File: config.mk
export PLATFORM = sky130hd
export DESIGN_NAME = axi_master_wr_engine_flat
export DESIGN_NICKNAME = d
export VERILOG_FILES = /design/src/rtl/axi_master_wr_engine_if.sv /design/src/rtl/axi_master_wr_engine.sv /design/src/flat_wrapper.sv
export SDC_FILE = /design/constraint.sdc
export NUM_CORES = 1
export LEC_CHECK = 0
export CAP_MARGIN = 20
export CORE_UTILIZATION = 40
export DETAILED_ROUTE_END_ITERATION = 16
export GPL_ROUTABILITY_DRIVEN = 1
export GPL_TIMING_DRIVEN = 0
export PLACE_DENSITY = 0.8
export SKIP_LAST_GASP = 1
export SLEW_MARGIN = 25
export SYNTH_ARGS = -nofsm -noshare
export SYNTH_HDL_FRONTEND = slang
export SYNTH_SLANG_ARGS = --single-unit
File: constraint.sdc
create_clock -name aclk -period 3 [get_ports aclk]
set_clock_uncertainty 0.15 [all_clocks]
set_input_delay 0.6 -clock aclk [delete_from_list [all_inputs] [get_ports aclk]]
set_output_delay 0.6 -clock aclk [all_outputs]
set_load 0.01 [all_outputs]
File: src/rtl/axi_master_wr_engine_if.sv
// Bus bundle for axi_master_wr_engine: command, user write-data, completion
// and the AXI AW/W/B channels. The master modport is the engine side.
interface axi_master_wr_engine_if #(
    parameter int DATA_WIDTH = 32,
    parameter int ADDR_WIDTH = 32
);
    logic                    cmd_valid;
    logic                    cmd_ready;
    logic [ADDR_WIDTH-1:0]   cmd_addr;
    logic [3:0]              cmd_len;

    logic                    wd_valid;
    logic                    wd_ready;
    logic [DATA_WIDTH-1:0]   wd_data;
    logic [DATA_WIDTH/8-1:0] wd_strb;

    logic                    done;
    logic [1:0]              done_resp;

    logic [ADDR_WIDTH-1:0]   awaddr;
    logic [3:0]              awlen;
    logic [2:0]              awsize;
    logic [1:0]              awburst;
    logic                    awvalid;
    logic                    awready;

    logic [DATA_WIDTH-1:0]   wdata;
    logic [DATA_WIDTH/8-1:0] wstrb;
    logic                    wlast;
    logic                    wvalid;
    logic                    wready;

    logic [1:0]              bresp;
    logic                    bvalid;
    logic                    bready;

    modport master (
        input  cmd_valid, cmd_addr, cmd_len,
        input  wd_valid, wd_data, wd_strb,
        input  awready, wready, bresp, bvalid,
        output cmd_ready, wd_ready, done, done_resp,
        output awaddr, awlen, awsize, awburst, awvalid,
        output wdata, wstrb, wlast, wvalid, bready
    );

    modport slave (
        output cmd_valid, cmd_addr, cmd_len,
        output wd_valid, wd_data, wd_strb,
        output awready, wready, bresp, bvalid,
        input  cmd_ready, wd_ready, done, done_resp,
        input  awaddr, awlen, awsize, awburst, awvalid,
        input  wdata, wstrb, wlast, wvalid, bready
    );
endinterface

File: src/rtl/axi_master_wr_engine.sv
// Single-outstanding AXI write burst engine (IDLE -> ADDR -> DATA -> RESP).
// Define AXI_MASTER_WR_TIMEOUT_EN to abort a burst after 256 handshake-free cycles.
module axi_master_wr_engine #(
    parameter int DATA_WIDTH = 32,
    parameter int ADDR_WIDTH = 32
) (
    input  logic                  aclk,
    input  logic                  areset,
    axi_master_wr_engine_if.master bus
);
    localparam int         STRB_W = DATA_WIDTH / 8;
    localparam logic [2:0] AXSIZE = 3'($clog2(STRB_W));

    typedef enum logic [1:0] {IDLE, ADDR, DATA, RESP} state_t;

    state_t                state;
    logic                  cmd_ready_q;
    logic                  awvalid_q;
    logic                  wvalid_q;
    logic                  wlast_q;
    logic                  bready_q;
    logic                  done_q;
    logic [1:0]            done_resp_q;
    logic [ADDR_WIDTH-1:0] awaddr_q;
    logic [3:0]            awlen_q;
    logic [DATA_WIDTH-1:0] wdata_q;
    logic [STRB_W-1:0]     wstrb_q;
    logic [4:0]            beat_cnt;

    logic aw_hs;
    logic w_hs;
    logic b_hs;
    logic wd_ready_c;
    logic wd_fire;

`ifdef AXI_MASTER_WR_TIMEOUT_EN
    logic [7:0] to_cnt;
`endif

    assign aw_hs = awvalid_q && bus.awready;
    assign w_hs  = wvalid_q && bus.wready;
    assign b_hs  = bready_q && bus.bvalid;

    // The output register is reloaded in the same cycle it drains, so a
    // continuous stream needs no bubble between beats.
    assign wd_ready_c = !areset && (state == DATA) &&
                        (beat_cnt <= {1'b0, awlen_q}) &&
                        (!wvalid_q || bus.wready);
    assign wd_fire    = bus.wd_valid && wd_ready_c;

    always_ff @(posedge aclk) begin
        if (areset) begin
            state       <= IDLE;
            cmd_ready_q <= 1'b0;
            awvalid_q   <= 1'b0;
            wvalid_q    <= 1'b0;
            wlast_q     <= 1'b0;
            bready_q    <= 1'b0;
            done_q      <= 1'b0;
            done_resp_q <= 2'b00;
            awaddr_q    <= '0;
            awlen_q     <= '0;
            wdata_q     <= '0;
            wstrb_q     <= '0;
            beat_cnt    <= '0;
`ifdef AXI_MASTER_WR_TIMEOUT_EN
            to_cnt      <= '0;
`endif
        end else begin
            done_q <= 1'b0;
            case (state)
                IDLE: begin
                    if (cmd_ready_q && bus.cmd_valid) begin
                        awaddr_q    <= bus.cmd_addr;
                        awlen_q     <= bus.cmd_len;
                        awvalid_q   <= 1'b1;
                        cmd_ready_q <= 1'b0;
                        beat_cnt    <= '0;
                        state       <= ADDR;
                    end else begin
                        cmd_ready_q <= 1'b1;
                    end
                end
                ADDR: begin
                    if (aw_hs) begin
                        awvalid_q <= 1'b0;
                        state     <= DATA;
                    end
                end
                DATA: begin
                    if (wd_fire) begin
                        wdata_q  <= bus.wd_data;
                        wstrb_q  <= bus.wd_strb;
                        wvalid_q <= 1'b1;
                        wlast_q  <= (beat_cnt[3:0] == awlen_q);
                        beat_cnt <= beat_cnt + 5'd1;
                    end else if (w_hs) begin
                        wvalid_q <= 1'b0;
                        wlast_q  <= 1'b0;
                    end
                    if (w_hs && wlast_q) begin
                        bready_q <= 1'b1;
                        state    <= RESP;
                    end
                end
                RESP: begin
                    if (b_hs) begin
                        bready_q    <= 1'b0;
                        done_q      <= 1'b1;
                        done_resp_q <= bus.bresp;
                        state       <= IDLE;
                    end
                end
                default: state <= IDLE;
            endcase
`ifdef AXI_MASTER_WR_TIMEOUT_EN
            // The 256th consecutive cycle without progress overrides the state step above.
            if (state == IDLE || aw_hs || w_hs || b_hs) begin
                to_cnt <= '0;
            end else if (to_cnt == 8'hFF) begin
                to_cnt      <= '0;
                awvalid_q   <= 1'b0;
                wvalid_q    <= 1'b0;
                wlast_q     <= 1'b0;
                bready_q    <= 1'b0;
                done_q      <= 1'b1;
                done_resp_q <= 2'b10;
                cmd_ready_q <= 1'b0;
                state       <= IDLE;
            end else begin
                to_cnt <= to_cnt + 8'd1;
            end
`endif
        end
    end

    assign bus.cmd_ready = cmd_ready_q;
    assign bus.wd_ready  = wd_ready_c;
    assign bus.done      = done_q;
    assign bus.done_resp = done_resp_q;
    assign bus.awaddr    = awaddr_q;
    assign bus.awlen     = awlen_q;
    assign bus.awsize    = AXSIZE;
    assign bus.awburst   = 2'b01;
    assign bus.awvalid   = awvalid_q;
    assign bus.wdata     = wdata_q;
    assign bus.wstrb     = wstrb_q;
    assign bus.wlast     = wlast_q;
    assign bus.wvalid    = wvalid_q;
    assign bus.bready    = bready_q;
endmodule

File: src/flat_wrapper.sv
// flat-port wrapper written by rule: the top's interface ports become plain ports
module axi_master_wr_engine_flat 
#(
    parameter int DATA_WIDTH = 32,
    parameter int ADDR_WIDTH = 32
)
  (aclk, areset, bus_cmd_valid, bus_cmd_addr, bus_cmd_len, bus_wd_valid, bus_wd_data, bus_wd_strb, bus_awready, bus_wready, bus_bresp, bus_bvalid, bus_cmd_ready, bus_wd_ready, bus_done, bus_done_resp, bus_awaddr, bus_awlen, bus_awsize, bus_awburst, bus_awvalid, bus_wdata, bus_wstrb, bus_wlast, bus_wvalid, bus_bready);
  axi_master_wr_engine_if #(.DATA_WIDTH(DATA_WIDTH), .ADDR_WIDTH(ADDR_WIDTH)) bus_i ();
  input  logic aclk;
  input  logic areset;
  input wire logic [$bits(bus_i.cmd_valid)-1:0] bus_cmd_valid;
  input wire logic [$bits(bus_i.cmd_addr)-1:0] bus_cmd_addr;
  input wire logic [$bits(bus_i.cmd_len)-1:0] bus_cmd_len;
  input wire logic [$bits(bus_i.wd_valid)-1:0] bus_wd_valid;
  input wire logic [$bits(bus_i.wd_data)-1:0] bus_wd_data;
  input wire logic [$bits(bus_i.wd_strb)-1:0] bus_wd_strb;
  input wire logic [$bits(bus_i.awready)-1:0] bus_awready;
  input wire logic [$bits(bus_i.wready)-1:0] bus_wready;
  input wire logic [$bits(bus_i.bresp)-1:0] bus_bresp;
  input wire logic [$bits(bus_i.bvalid)-1:0] bus_bvalid;
  output wire logic [$bits(bus_i.cmd_ready)-1:0] bus_cmd_ready;
  output wire logic [$bits(bus_i.wd_ready)-1:0] bus_wd_ready;
  output wire logic [$bits(bus_i.done)-1:0] bus_done;
  output wire logic [$bits(bus_i.done_resp)-1:0] bus_done_resp;
  output wire logic [$bits(bus_i.awaddr)-1:0] bus_awaddr;
  output wire logic [$bits(bus_i.awlen)-1:0] bus_awlen;
  output wire logic [$bits(bus_i.awsize)-1:0] bus_awsize;
  output wire logic [$bits(bus_i.awburst)-1:0] bus_awburst;
  output wire logic [$bits(bus_i.awvalid)-1:0] bus_awvalid;
  output wire logic [$bits(bus_i.wdata)-1:0] bus_wdata;
  output wire logic [$bits(bus_i.wstrb)-1:0] bus_wstrb;
  output wire logic [$bits(bus_i.wlast)-1:0] bus_wlast;
  output wire logic [$bits(bus_i.wvalid)-1:0] bus_wvalid;
  output wire logic [$bits(bus_i.bready)-1:0] bus_bready;
  assign bus_i.cmd_valid = bus_cmd_valid;
  assign bus_i.cmd_addr = bus_cmd_addr;
  assign bus_i.cmd_len = bus_cmd_len;
  assign bus_i.wd_valid = bus_wd_valid;
  assign bus_i.wd_data = bus_wd_data;
  assign bus_i.wd_strb = bus_wd_strb;
  assign bus_i.awready = bus_awready;
  assign bus_i.wready = bus_wready;
  assign bus_i.bresp = bus_bresp;
  assign bus_i.bvalid = bus_bvalid;
  assign bus_cmd_ready = bus_i.cmd_ready;
  assign bus_wd_ready = bus_i.wd_ready;
  assign bus_done = bus_i.done;
  assign bus_done_resp = bus_i.done_resp;
  assign bus_awaddr = bus_i.awaddr;
  assign bus_awlen = bus_i.awlen;
  assign bus_awsize = bus_i.awsize;
  assign bus_awburst = bus_i.awburst;
  assign bus_awvalid = bus_i.awvalid;
  assign bus_wdata = bus_i.wdata;
  assign bus_wstrb = bus_i.wstrb;
  assign bus_wlast = bus_i.wlast;
  assign bus_wvalid = bus_i.wvalid;
  assign bus_bready = bus_i.bready;
  axi_master_wr_engine #(.DATA_WIDTH(DATA_WIDTH), .ADDR_WIDTH(ADDR_WIDTH)) u_core (.aclk(aclk), .areset(areset), .bus(bus_i));
endmodule
* Yosys cells after proc, flatten, opt, wreduce, memory -nomap -nowiden *
Index checks and enable logic that the tools add are counted.
W data, S select, Z words.

word-level totals
  bits of input ports = 81
  memories kept = 0
  bits in latches = 0
  bits in writable memories = 0
  ROM bits = 0
  output and inout port bits = 86
  logic and storage cells = 70
  register bits = 87

cells by class
  shifts and indexed selects = 0
  div/mod/pow operators = 0
  bitwise operators = 1
  add/subtract/negate cells = 1
  eq/ne operators = 9
  multipliers = 0
  muxes and demuxes = 19
  order comparisons = 1
  reduce and logical (&&, ||, !) cells = 26

operators with widths
  cell                   count
  $mux W5                2
  $pmux W5 S2            1
  $logic_and A1 B1 Y1    9
  $mux W1                9
  $reduce_and A3 Y1      3
  $mux W2                4
  $ne A2 B1 Y1 const B   4
  $pmux W2 S4            1
  $reduce_and A2 Y1      4
  $reduce_bool A2 Y1     4
  $add A5 B1 Y5 const B  1
  $le A5 B4 Y1           1
  $eq A2 B2 Y1 const B   2
  $eq A4 B4 Y1           1
  $pmux W1 S2            2
  $reduce_and A4 Y1      1
  $eq A2 B1 Y1 const B   1
  $logic_not A1 Y1       2
  $logic_not A2 Y1       1
  $ne A2 B2 Y1 const B   1
  $reduce_or A2 Y1       1
  $logic_or A1 B1 Y1     1
  $not A1 Y1             1

* Longest topological paths before layout *
  depth in word-level cells = 7
  mapped depth = 10
  mapped depth without buffers = 7

* Least setup slack after synthesis *
Ideal clock, no wire load.

  path kind = register to output
  start point = register u_core.awlen_q[2], in the netlist u_core.bus.awlen[2]
  end point = output bus_wd_ready
  path buffers = 0
  path slack = 0.650 ns
  data arrival time = 1.600 ns
  required time = 2.250 ns
  stages on the path, launching flop included = 7
  path through = dfxtp_1 inv_1 ha_1 and3b_1 o21ai_0 a21boi_0 nor4b_1

between the ends
  word-level cells in the longest chain between the ends = 3

RTL lines
  element                 RTL line                    text
  from (decl)             axi_master_wr_engine.sv:25  logic [3:0] awlen_q;
  from (signal assigned)  axi_master_wr_engine.sv:75  awlen_q <= bus.cmd_len;
  $le A5 B4 Y1            axi_master_wr_engine.sv:47  (beat_cnt <= {1'b0, awlen_q}) &&
  $logic_and A1 B1 Y1     axi_master_wr_engine.sv:46  assign wd_ready_c = !areset && (state == DATA) &&
  $logic_and A1 B1 Y1     axi_master_wr_engine.sv:47
  to (decl)               flat_wrapper.sv:22          output wire logic [$bits(bus_i.wd_ready)-1:0] bus_wd_ready;

No other way between the ends.

* Worst setup path after layout *
Ends and elaborated chain as after synthesis.

==> out/metrics.yaml <==
sta:
  hold_viol: 0
  fin_tns_setup_ns: 0
  setup_slack_ns: 0.184
  drv_slew: 0
  rsz0062_at_grt: "false"
  fin_crit_ns: 2.82
  max_slew_margin_pct: 65.9
  worstMarginPinSlew_ns: 0.512
  setup_viol: 0
  max_freq_ghz: 0.355
  finalCritPeriodShare_pct: 93.9
floorplan:
  io_pins: 167
  core_area_mm2: 0.00822
  fp.dieArea_mm2: 0.00883
  initial_core_util_pct: 41.2
  die_h_um: 94.0
  rows: 33
  die_x_um: 94.0
detailed_routing:
  num_vias: 3445
  post_drt_wl_per_cell_um: 13.3
  drtIter0Drc: 132
  ant_nets: 0
  drc: 0
  wl_um: 9440
  firstDrtPassIters: 5
  vias_per_cell: 4.85
critical_path:
  crit_path_max_incr_delay_ns: 0.36
  start_kind: "register"
  path_max_fanout: 3
  crit_type: "register to primary output"
  r2r_slack_ns: 0.52
  slowest_stage: "dfxtp_1"
  cp_data_required_time_ns: 2.25
  path_cells: "inv_1, ha_1, and3b_1, o21ai_0, a21boi_0, nor4b_1, clkbuf_2"
  end_kind: "primary output"
  crit_buf_inv: 2
  crit_arrival_ns: 2.07
  cp_top_family: "simple AND/OR/NAND/NOR gates"
global_route:
  grt_max_degree: 14
  gr-total-overflow: 0
  gr-usage-met3_pct: 3.24
  antenna_found_initial: 0
  grt_pass1_wl_um: 15100
  grt_use_met2_pct: 38.2
  busiest_layer: "met2"
  met1_usage_pct: 26.1
  grt_pass1_vias: 3270
  grt_util_all_layers_pct: 22.0
clock_tree:
  clock_latency_ns: 0.35
  cts_buffers: 9
  clock-sinks: 87
  cts_tree: "yes"
  clock_path_buffers: 2
  root_buffer: "clkbuf_8"
  cts_max_level: 3
  post_cts_buffers: 0
  path_clk_slew_ns: 0.08
power:
  p_seq_share_pct: 41.5
  p_clk_share_pct: 31.3
  netSwitchingFraction_pct: 28.2
  total_power_mw: 3.23
  vdd_drop_max_mv: 0.455
  p_comb_share_pct: 27.2
  internal-power_mw: 2.32
  p_per_area_mw_per_mm2: 603
  p_sw_mw: 0.912
  p_leak_nw: 1.90
placed_design:
  dpl.hpwl_um: 7140
  port_buffers: 160
  place_ws_ns: 0.0116
  gp_congestion: 0.829
yosys:
  synth.top_cells.by_area: "dfxtp_1 51%, nand2_1 17%, a21oi_1 12%"
  synth-seq-cells: 87
  synth_warnings: 0
  syn_inst: 429
  synth_top_area_share_pct: 51.5
  synth-edff-count: 0
  ys_seq_area_share_pct: 51.5
  netlist_area_mm2: 0.00338
  syn_avg_cell_area_um2: 7.88
  synthArstFlopShare_pct: 0
  synthDistinctLibCells: 35
  synthFlopType: "dfxtp_1"
  netlist.top_cell.by_area: "dfxtp_1"
cells_and_area:
  final_util_pct: 65.3
  syn2layout_area_growth_pct: 58.7
  diodes: 0
  nets: 693
  drive_gt1_share_pct: 4.29
min_path:
  hp-class: "register to register"
job:
  maxCapViolCount: 0
run_status:
  status: "complete, no violations"
==> final cells by class <==
| type | count | area [µm²] |
|---|---|---|
| timing repair buffer | 160 | 1600 |
| inverter | 10 | 37.5 |
| fill | 701 | 2850 |
| buffer | 32 | 145 |
| clock buffer | 10 | 128 |
| sequential | 87 | 1740 |
| tap | 105 | 131 |
| clock inverter | 4 | 120 |
| multi-input combinational | 303 | 1470 |
==> cell usage after synthesis, drive strengths merged (2+ instances only) <==
cell type	n
or4	2
mux2i	2
a21oi	83
and2	2
nor2	12
clkbuf	17
a31oi	2
o21ai	4
conb	2
ha	9
nand2	154
buf	15
nand3	8
a311oi	2
nand4	2
inv	10
o211ai	2
dfxtp	87
==> worst min-delay path, cell delays in order, from the launching register on <==
cell	delay [ns]
dfxtp_1	0.31
nand2_1	0.05
a21oi_1	0.05
==> final timing paths <==
kind                                 startpoint                                 end  depth (start not counted)
min reg2reg  u_core.bus.awaddr[13]$_SDFFE_PP0P_  u_core.bus.awaddr[13]$_SDFFE_PP0P_                          2
min          u_core.bus.awaddr[13]$_SDFFE_PP0P_  u_core.bus.awaddr[13]$_SDFFE_PP0P_                          2
max reg2reg    u_core.bus.awlen[3]$_SDFFE_PP0P_     u_core.beat_cnt[3]$_SDFFE_PP0P_                          7
max            u_core.bus.awlen[2]$_SDFFE_PP0P_                        bus_wd_ready                          7
==> state kept, by name (all words and copies together) (netlist names) <==
register and count:
u_core.bus.awlen 4, u_core.bus.bready 1, u_core.bus.done 1, u_core.bus.wdata 32, u_core.state 2, u_core.bus.awvalid 1, u_core.bus.wvalid 1, u_core.bus.awaddr 32
u_core.bus.wlast 1, u_core.bus.cmd_ready 1, u_core.beat_cnt 5, u_core.bus.done_resp 2, u_core.bus.wstrb 4
==> routing by layer <==
metal / wire (µm) / up-vias
met1: 3970 / 1568
li1: - / 1743
met2: 4680 / 108
met5: 0 / -
met3: 457 / 26
met4: 334 / 0
==> cells by family after synthesis <==
kind of cell,count (synthesis),synth area share (%)
other,2,0.222
AO/OA/AOI/OAI,100,16.5
buffers and inverters,42,5.40
adder cells (fa/ha/maj),9,3.33
multiplexers,2,0.592
AND/OR/NAND/NOR,187,22.5
flip-flops,87,51.5
==> power by group through the flow <==
stage	logic (mW)	registers, mW	clock network (mW)
global placement	0.859	1.36	0
CTS	0.882	1.34	1.04
global route	0.976	1.36	1.08
finish	0.879	1.34	1.01
detailed placement	0.879	1.37	0
floorplan	0.412	1.41	0
==> repair_timing <==
action | in CTS | in global routing
hold buffers | 0 | 0
setup endpoints to repair | 1 | 1
resized for setup | 1 | 3
==> stage by stage <==
step	std cells	cell area (µm²)	hold slack (ns)
after detailed placement	697	5130	0.296
after CTS	711	5370	0.307
after global placement	697	5130	0.291
final	711	5370	0.305
after global routing	711	5370	0.324
after floorplan	432	3390	0.320
==> placed cells by master (no fill, tap or decap), types with 2 or more instances in the layout <==
| cell | count |
|---|---|
| mux2i_1 | 2 |
| o21ai_0 | 4 |
| clkdlybuf4s50_1 | 159 |
| and2_1 | 2 |
| nand3_1 | 8 |
| clkbuf_1 | 18 |
| a31oi_1 | 2 |
| ha_1 | 9 |
| conb_1 | 5 |
| dfxtp_1 | 87 |
| buf_2 | 5 |
| bufinv_16 | 4 |
| a21oi_1 | 83 |
| o211ai_1 | 2 |
| buf_4 | 5 |
| nand2_1 | 154 |
| buf_1 | 5 |
| clkbuf_8 | 9 |
| nor2_1 | 12 |
| or4_1 | 2 |
| inv_1 | 10 |
| a311oi_1 | 2 |
Note: power is estimated with default switching activity, not from simulation.
